==> config.mk <==
export PLATFORM = sky130hd
export DESIGN_NAME = serial_add_ctrl_flat
export DESIGN_NICKNAME = d
export VERILOG_FILES = /design/src/rtl/serial_add_ctrl_pkg.sv /design/src/rtl/serial_add_ctrl_if.sv /design/src/rtl/serial_add_ctrl_dp.sv /design/src/rtl/serial_add_ctrl.sv /design/src/flat_wrapper.sv
export SDC_FILE = /design/constraint.sdc
export NUM_CORES = 1
export LEC_CHECK = 0
export BUFFER_PORTS_ARGS = -buffer_cell sky130_fd_sc_hd__buf_2
export CAP_MARGIN = 20
export CORE_MARGIN = 2
export CORE_UTILIZATION = 48
export CTS_BUF_LIST = sky130_fd_sc_hd__clkbuf_16
export CTS_CLUSTER_DIAMETER = 60
export DETAILED_ROUTE_END_ITERATION = 10
export GPL_TIMING_DRIVEN = 0
export PLACE_DENSITY = 0.79
export SLEW_MARGIN = 0
export SYNTH_ARGS = -nofsm -noshare
export SYNTH_HDL_FRONTEND = slang
export SYNTH_SLANG_ARGS = --single-unit
==> constraint.sdc <==
create_clock -name clk -period 1.2 [get_ports clk]
set_input_delay 0.24 -clock clk [delete_from_list [all_inputs] [get_ports clk]]
set_output_delay 0.24 -clock clk [all_outputs]
set_load 0.005 [all_outputs]
==> src/rtl/serial_add_ctrl_pkg.sv <==
// Shared definitions for the bit-serial adder: FSM state encodings and the
// bit-counter width helper. Optional feature macro: SERIAL_SUB_EN.
package serial_add_ctrl_pkg;

   typedef enum logic [1:0] {
      ST_IDLE = 2'b00,
      ST_RUN  = 2'b01,
      ST_DONE = 2'b10
   } state_t;

   // Counter must hold 0..WIDTH without wrapping inside a run.
   function automatic int cnt_w(input int width);
      return $clog2(width + 1);
   endfunction

endpackage

==> src/rtl/serial_add_ctrl_if.sv <==
// Handshake and operand/result bundle for serial_add_ctrl.
// Optional feature macro: SERIAL_SUB_EN (adds the sub select line).
interface serial_add_ctrl_if #(parameter int WIDTH = 8);

   logic             start;
   logic [WIDTH-1:0] a;
   logic [WIDTH-1:0] b;
   logic             cin;
`ifdef SERIAL_SUB_EN
   logic             sub;
`endif
   logic             busy;
   logic             done;
   logic [WIDTH-1:0] sum;
   logic             cout;

   modport master (
      output start, a, b, cin,
`ifdef SERIAL_SUB_EN
      output sub,
`endif
      input  busy, done, sum, cout
   );

   modport slave (
      input  start, a, b, cin,
`ifdef SERIAL_SUB_EN
      input  sub,
`endif
      output busy, done, sum, cout
   );

endinterface

==> src/rtl/serial_add_ctrl_dp.sv <==
// Datapath of the bit-serial adder: one full-adder cell, the carry flop and
// the operand/sum shift registers. Optional feature macro: SERIAL_SUB_EN
// (operand B is inverted and the carry forced to 1 for subtraction).
module serial_add_dp #(
   parameter int WIDTH = 8
) (
   input  logic             clk,
   input  logic             rst_n,
`ifdef SERIAL_SUB_EN
   input  logic             sub,
`endif
   input  logic             load,
   input  logic             shift,
   input  logic             last,
   input  logic [WIDTH-1:0] a,
   input  logic [WIDTH-1:0] b,
   input  logic             cin,
   output logic [WIDTH-1:0] sum,
   output logic             cout
);

   logic [WIDTH-1:0] a_sr_reg;
   logic [WIDTH-1:0] b_sr_reg;
   logic [WIDTH-1:0] sum_reg;
   logic [WIDTH-1:0] sum_next;
   logic             carry_reg;
   logic             cout_reg;
   logic [WIDTH-1:0] b_load;
   logic             cin_load;
   logic             fa_s;
   logic             fa_c;

`ifdef SERIAL_SUB_EN
   // Two's-complement subtract: a + ~b + 1.
   assign b_load   = sub ? ~b : b;
   assign cin_load = sub ? 1'b1 : cin;
`else
   assign b_load   = b;
   assign cin_load = cin;
`endif

   assign fa_s = a_sr_reg[0] ^ b_sr_reg[0] ^ carry_reg;
   assign fa_c = (a_sr_reg[0] & b_sr_reg[0]) | (carry_reg & (a_sr_reg[0] ^ b_sr_reg[0]));

   // New sum bit enters at the MSB; after WIDTH shifts bit 0 lands at the LSB.
   genvar gi;
   for (gi = 0; gi < WIDTH; gi++) begin : g_sum
      if (gi == WIDTH - 1) begin : g_top
         assign sum_next[gi] = fa_s;
      end else begin : g_mid
         assign sum_next[gi] = sum_reg[gi+1];
      end
   end

   // Load operands on accept, otherwise shift one bit per RUN cycle.
   always_ff @(posedge clk or negedge rst_n) begin
      if (!rst_n) begin
         a_sr_reg  <= '0;
         b_sr_reg  <= '0;
         sum_reg   <= '0;
         carry_reg <= 1'b0;
         cout_reg  <= 1'b0;
      end else if (load) begin
         a_sr_reg  <= a;
         b_sr_reg  <= b_load;
         carry_reg <= cin_load;
         sum_reg   <= '0;
      end else if (shift) begin
         a_sr_reg  <= a_sr_reg >> 1;
         b_sr_reg  <= b_sr_reg >> 1;
         carry_reg <= fa_c;
         sum_reg   <= sum_next;
         if (last) begin
            cout_reg <= fa_c;
         end
      end
   end

   assign sum  = sum_reg;
   assign cout = cout_reg;

endmodule

==> src/rtl/serial_add_ctrl.sv <==
// Bit-serial adder sequencer: IDLE -> RUN (WIDTH cycles) -> DONE -> IDLE,
// driving the serial_add_dp load/shift enables and the busy/done handshake.
// Optional feature macro: SERIAL_SUB_EN (subtract select on the bus).
module serial_add_ctrl
   import serial_add_ctrl_pkg::*;
#(
   parameter int WIDTH = 8
) (
   input  logic               clk,
   input  logic               rst_n,
   serial_add_ctrl_if.slave   bus
);

   localparam int CNT_W = cnt_w(WIDTH);
   localparam logic [CNT_W-1:0] CNT_LAST = CNT_W'(WIDTH - 1);

   state_t           state_reg;
   logic [CNT_W-1:0] cnt_reg;
   logic             busy_reg;
   logic             done_reg;
   logic             load;
   logic             shift;
   logic             last;

   assign load  = (state_reg == ST_IDLE) && bus.start;
   assign shift = (state_reg == ST_RUN);
   assign last  = shift && (cnt_reg == CNT_LAST);

   // Sequencer FSM with registered busy/done; start outside IDLE is dropped.
   always_ff @(posedge clk or negedge rst_n) begin
      if (!rst_n) begin
         state_reg <= ST_IDLE;
         cnt_reg   <= '0;
         busy_reg  <= 1'b0;
         done_reg  <= 1'b0;
      end else begin
         case (state_reg)
            ST_IDLE: begin
               done_reg <= 1'b0;
               if (bus.start) begin
                  state_reg <= ST_RUN;
                  cnt_reg   <= '0;
                  busy_reg  <= 1'b1;
               end
            end
            ST_RUN: begin
               cnt_reg <= cnt_reg + 1'b1;
               if (cnt_reg == CNT_LAST) begin
                  state_reg <= ST_DONE;
                  busy_reg  <= 1'b0;
                  done_reg  <= 1'b1;
               end
            end
            ST_DONE: begin
               state_reg <= ST_IDLE;
               done_reg  <= 1'b0;
            end
            default: begin
               state_reg <= ST_IDLE;
               busy_reg  <= 1'b0;
               done_reg  <= 1'b0;
            end
         endcase
      end
   end

   serial_add_dp #(.WIDTH(WIDTH)) u_dp (
      .clk   (clk),
      .rst_n (rst_n),
`ifdef SERIAL_SUB_EN
      .sub   (bus.sub),
`endif
      .load  (load),
      .shift (shift),
      .last  (last),
      .a     (bus.a),
      .b     (bus.b),
      .cin   (bus.cin),
      .sum   (bus.sum),
      .cout  (bus.cout)
   );

   assign bus.busy = busy_reg;
   assign bus.done = done_reg;

endmodule

==> src/flat_wrapper.sv <==
// flat-port wrapper written by rule: the top's interface ports become plain ports
module serial_add_ctrl_flat import serial_add_ctrl_pkg::*;
#(
   parameter int WIDTH = 8
)
  (clk, rst_n, bus_start, bus_a, bus_b, bus_cin, bus_busy, bus_done, bus_sum, bus_cout);
  serial_add_ctrl_if #(.WIDTH(WIDTH)) bus_i ();
  input  logic clk;
  input  logic rst_n;
  input wire logic [$bits(bus_i.start)-1:0] bus_start;
  input wire logic [$bits(bus_i.a)-1:0] bus_a;
  input wire logic [$bits(bus_i.b)-1:0] bus_b;
  input wire logic [$bits(bus_i.cin)-1:0] bus_cin;
  output wire logic [$bits(bus_i.busy)-1:0] bus_busy;
  output wire logic [$bits(bus_i.done)-1:0] bus_done;
  output wire logic [$bits(bus_i.sum)-1:0] bus_sum;
  output wire logic [$bits(bus_i.cout)-1:0] bus_cout;
  assign bus_i.start = bus_start;
  assign bus_i.a = bus_a;
  assign bus_i.b = bus_b;
  assign bus_i.cin = bus_cin;
  assign bus_busy = bus_i.busy;
  assign bus_done = bus_i.done;
  assign bus_sum = bus_i.sum;
  assign bus_cout = bus_i.cout;
  serial_add_ctrl #(.WIDTH(WIDTH)) u_core (.clk(clk), .rst_n(rst_n), .bus(bus_i));
endmodule
# --- Word-level counts from Yosys, hierarchy flattened ---
# Cells that the tools add are included.
word_totals:
  register_bits: 34
  inputBits: 20
op_classes:
  add_sub_neg: 1
  eq_ne: 5
  muxes: 18
  bitwise_logic: 7
  n_reduce_logical: 9
ops:
  columns: ["op", "count"]
  rows:
  - ["$mux W8", 6]
  - ["$pmux W4 S2", 1]
  - ["$mux W1", 6]
  - ["$reduce_and A3 Y1", 2]
  - ["$add A4 B1 Y4 const B", 1]
  - ["$eq A4 B3 Y1 const B", 1]
  - ["$mux W2", 2]
  - ["$mux W4", 1]
  - ["$ne A2 B2 Y1 const B", 2]
  - ["$pmux W2 S2", 1]
  - ["$reduce_and A2 Y1", 2]
  - ["$reduce_bool A2 Y1", 2]
  - ["$pmux W1 S3", 1]
  - ["$and A1 B1 Y1", 2]
  - ["$eq A2 B1 Y1 const B", 1]
  - ["$eq A2 B2 Y1 const B", 1]
  - ["$logic_and A1 B1 Y1", 2]
  - ["$logic_not A2 Y1", 1]
  - ["$not A1 Y1", 2]
  - ["$xor A1 B1 Y1", 2]
  - ["$or A1 B1 Y1", 1]

# --- Depth between registers and ports, before layout ---
logic_depth:
  word_depth: 5
  ltp_mapped: 5
  depth_no_buf: 4

# --- By module ---
# From an unflattened synthesis, not the netlist that was laid out.
unflattened:
  cells_unflattened: 140
  hier_area_um2: 1610.3
modules_own_cells:
  columns: ["mod", "instances", "cells_each", "area_per_inst_um2"]
  rows:
  - ["serial_add_dp", 1, 103, 1212.4]
  - ["serial_add_ctrl", 1, 37, 397.9]

# --- Worst setup path before layout ---
# Ideal clock, no wire load.
synth_path:
  path_type: "register to register"
  start: "register u_core.u_dp.a_sr_reg[0]"
  end: "register u_core.u_dp.cout_reg (netlist: u_core.u_dp.cout)"
  arrival_ns: 1.086
  t_required_ns: 1.072
  setup_slack_ns: -0.014
  path_stages_with_launch: 3
  n_path_buf: 0
  path_cell_list: "dfrtp_1 -> fa_1 -> mux2_1"
synth_between:
  elab_chain_cells: 3
synth_rtl:
  columns: ["element", "line", "text"]
  rows:
  - ["from (decl)", "serial_add_ctrl_dp.sv:22", "logic [WIDTH-1:0] a_sr_reg;"]
  - ["from (signal assigned)", "serial_add_ctrl_dp.sv:69", "a_sr_reg <= a_sr_reg >> 1;"]
  - ["$xor A1 B1 Y1", "serial_add_ctrl_dp.sv:43", "assign fa_c = (a_sr_reg[0] & b_sr_reg[0]) | (carry_reg & (a_sr_reg[0] ^ b_sr_reg[0]));"]
  - ["$and A1 B1 Y1", "serial_add_ctrl_dp.sv:43", null]
  - ["$or A1 B1 Y1 (*)", "serial_add_ctrl_dp.sv:43", null]
  - ["net u_core.u_dp.fa_c", "serial_add_ctrl_dp.sv:31", "logic fa_c;"]
  - ["to (signal assigned)", "serial_add_ctrl_dp.sv:62", "cout_reg <= 1'b0;"]
  - ["to (signal assigned)", "serial_add_ctrl_dp.sv:74", "cout_reg <= fa_c;"]
  - ["to (decl)", "serial_add_ctrl_dp.sv:27", "logic cout_reg;"]
# Mark *: on every way through the listed nets, which the timed path passes. The rest lies on a longest branch.
# A chain may end at the register's enable or synchronous reset.

# --- Final worst setup path ---
layout_path:
  start: "register u_core.cnt_reg[1]"
  end: "register u_core.u_dp.cout_reg (netlist: u_core.u_dp.cout)"
layout_between:
  elab_chain_cells: 3
layout_rtl:
  columns: ["element", "line", "text"]
  rows:
  - ["from (decl)", "serial_add_ctrl.sv:18", "logic [CNT_W-1:0] cnt_reg;"]
  - ["from (signal assigned)", "serial_add_ctrl.sv:47", "cnt_reg <= cnt_reg + 1'b1;"]
  - ["$eq A4 B3 Y1", "serial_add_ctrl.sv:27", "assign last = shift && (cnt_reg == CNT_LAST);"]
  - ["$logic_and A1 B1 Y1", "serial_add_ctrl.sv:27", null]
  - ["$reduce_and A3 Y1 (no source line)", null, null]
# Every way passes these cells.

==> out/metrics.yaml <==
finalCriticalPeriod_ns: 1.24
maxCapViolations: 0
ys.warnings.count: 0
r2r_slack_ns: -0.04
violations: "negative setup slack"
slowest_stage: "dfrtp_1"
arrival_ns: 1.40
syn-num-nets: 152
whs_ns: 0.0361
synth.avg_cell_area_um2: 11.5
crit_path_max_incr_delay_ns: 0.39
antenna_found_initial: 0
gp_congestion: 0.778
crit_type: "reg -> reg"
rr_worst_depth: 4
n_antenna_cell: 0
path_cells: "ha_4, nand3b_1, nor2_2, mux2_4"
cts_tree: "done"
synth_cell_type_count: 28
crit_required_ns: 1.36
clock.fmax_ghz: 0.805
die_w_um: 59.9
p_per_area_nw_per_um2: 2730
utilization_pct: 66.0
synth_cells: 130
hold_path_class: "in -> async"
route.detailed.drc: 0
grt_usage_pct: 20.8
timing.final.max_slew_violations: 0
finalSetupViolations: 1
first_pass_iters: 4
clkSinkCount: 34
startpoint: "u_core.cnt_reg[1]$_DFFE_PN0P_"
wl_um: 3320
fillers: 240
clk_latency_ns: 0.28
status: "complete, but fails checks"
dieArea_um2: 3590
path_clk_slew_ns: 0.05
layout-drive-gt1-share_pct: 41.6
num_io_pins: 31
p_leak_uw: 0.000935
fin_setup_tns_ns: -0.0430
rr_endpoint: "u_core.u_dp.cout$_DFFE_PN0P_"
io_buffers: 30
synth_area_um2: 1500
finalNetCount: 200
cts.path.max_buffers: 2
numCtsBuffers: 5
cts.htree.levels: 2
chipHeight_um: 59.9
start_kind: "register"
worstSetupEndpoint: "u_core.u_dp.cout$_DFFE_PN0P_"
synth_top_cells_by_area: "dfrtp_1 (57%), a22oi_2 (7.5%), a22o_1 (5.8%)"
initial_core_util_pct: 50.0
yosysSeqAreaShare_pct: 56.7
grt.overflow.total: 0
row_count: 20
critical_path.max_fanout: 3
finClkSkew_ns: 0.00209
worst_slack_ns: -0.0430
min_period_over_period_pct: 104
rsz0062_at_grt: "true"
hold_buffers: 0
grt_pass1_vias: 1199
slew_headroom_pct: 49.6
grt_pass1_wl_um: 5390
cts-root-buf: "clkbuf_16"
area_delta_synth_final_pct: 32.1
hpwl_um: 2210
drtIter0Drc: 55
yosysTopAreaCell: "dfrtp_1"
final_antenna_net_count: 0
core_um2: 3000
viasPerCell: 5.66
worst_pin_slew_ns: 0.756
vias: 1195
end_kind: "register"
yosysTopAreaCellShare_pct: 56.7
grt_max_degree: 35
ys_ff_latch: 34
hold_violations: 0
r2r-start: "u_core.cnt_reg[1]$_DFFE_PN0P_"
peakVddDrop_mv: 1.18
routedWlPerCell_um: 15.7
[report_power, final]
part	switching, uW	internal [uW]	total [uW]
clock network	426	739	1170
registers	386	1630	2020
logic	1020	1220	2230
total	1830	3590	5420
[cell families after synthesis]
group / share of synthesized area (%)
AOI/OAI and AO/OA: 26.2
DFF: 56.7
and+or+nand+nor: 8.58
buffers and inverters: 4.92
muxes: 1.50
adders and majority gates: 2.17
[metal layers]
layer  wire [um]  global-route usage, %
met5           0                      0
met1        1390                   25.0
met4          30                   4.76
met3         189                   8.01
met2        1720                   35.2
[cells in the mapped netlist (all sizes together)]
| library cell | count |
|---|---|
| a21oi | 2 |
| a22o | 10 |
| a22oi | 16 |
| a31oi | 1 |
| a32o | 1 |
| and2 | 1 |
| buf | 10 |
| dfrtp | 34 |
| fa | 1 |
| ha | 1 |
| inv | 2 |
| mux2 | 2 |
| nand2 | 18 |
| nand2b | 1 |
| nand3 | 1 |
| nand3b | 1 |
| nor2 | 3 |
| nor2b | 4 |
| o21a | 1 |
| o21ai | 17 |
| o21bai | 1 |
| o22ai | 1 |
| o31ai | 1 |
[repair_timing]
item / in CTS / in global routing
pin swaps: 5 / 2
setup buffers: 7 / 4
cloned: 0 / 0
setup endpoints to repair: 12 / 25
resized for setup: 5 / 13
hold endpoints to repair: 0 / 0
[cells in the final DEF (no fill, tap or decap), drive strengths merged, types with 2 or more instances in the layout]
cell type and count:
a22o 10, buf 51, inv 4, clkbuf 5, a21oi 2, nor2b 4
nor2 3, mux2 2, o21ai 17, nand2 18, a22oi 16, dfrtp 34
[area by class of cell]
| type | instances | area [um2] | share of cell area (%) |
|---|---|---|---|
| inverters | 2 | 7.51 | 0.379 |
| clock inverters | 2 | 7.51 | 0.379 |
| multi-input cells | 84 | 622 | 31.4 |
| flip-flops and latches | 34 | 852 | 43.0 |
| clock buffers | 5 | 125 | 6.31 |
| repair buffers | 41 | 236 | 11.9 |
| well taps | 33 | 41.3 | 2.08 |
| plain buffers | 10 | 91.3 | 4.61 |
[worst min path at each step]
stage / from / to / cells past startpoint
finish: rst_n / u_core.cnt_reg[3]$_DFFE_PN0P_ / 1
CTS: rst_n / u_core.bus.done$_DFFE_PN0P_ / 1
detailed placement: rst_n / u_core.bus.done$_DFFE_PN0P_ / 1
global route: rst_n / u_core.bus.busy$_DFFE_PN0P_ / 1
global placement: rst_n / u_core.bus.done$_DFFE_PN0P_ / 1
floorplan: rst_n / u_core.bus.busy$_DFFE_PN0P_ / 0
[per-stage QoR]
stage,power (uW),cells,setup slack (ns),cell area [um2]
floorplan,3240,130,-0.0118,1500
global placement,3700,193,-0.111,1700
detailed placement,3830,193,-0.147,1700
CTS,5200,207,-0.0684,1900
global route,5790,211,-0.0991,1980
finish,5420,211,-0.0430,1980
[critical path, delay by kind of cell, from the launching register on]
kind | cells | cell delay (ns)
AND/OR/NAND/NOR | 2 | 0.26
multiplexers | 1 | 0.31
adder cells (fa/ha/maj) | 1 | 0.17
flip-flops | 1 | 0.39
No activity file was read; power rests on OpenSTA's default activity.
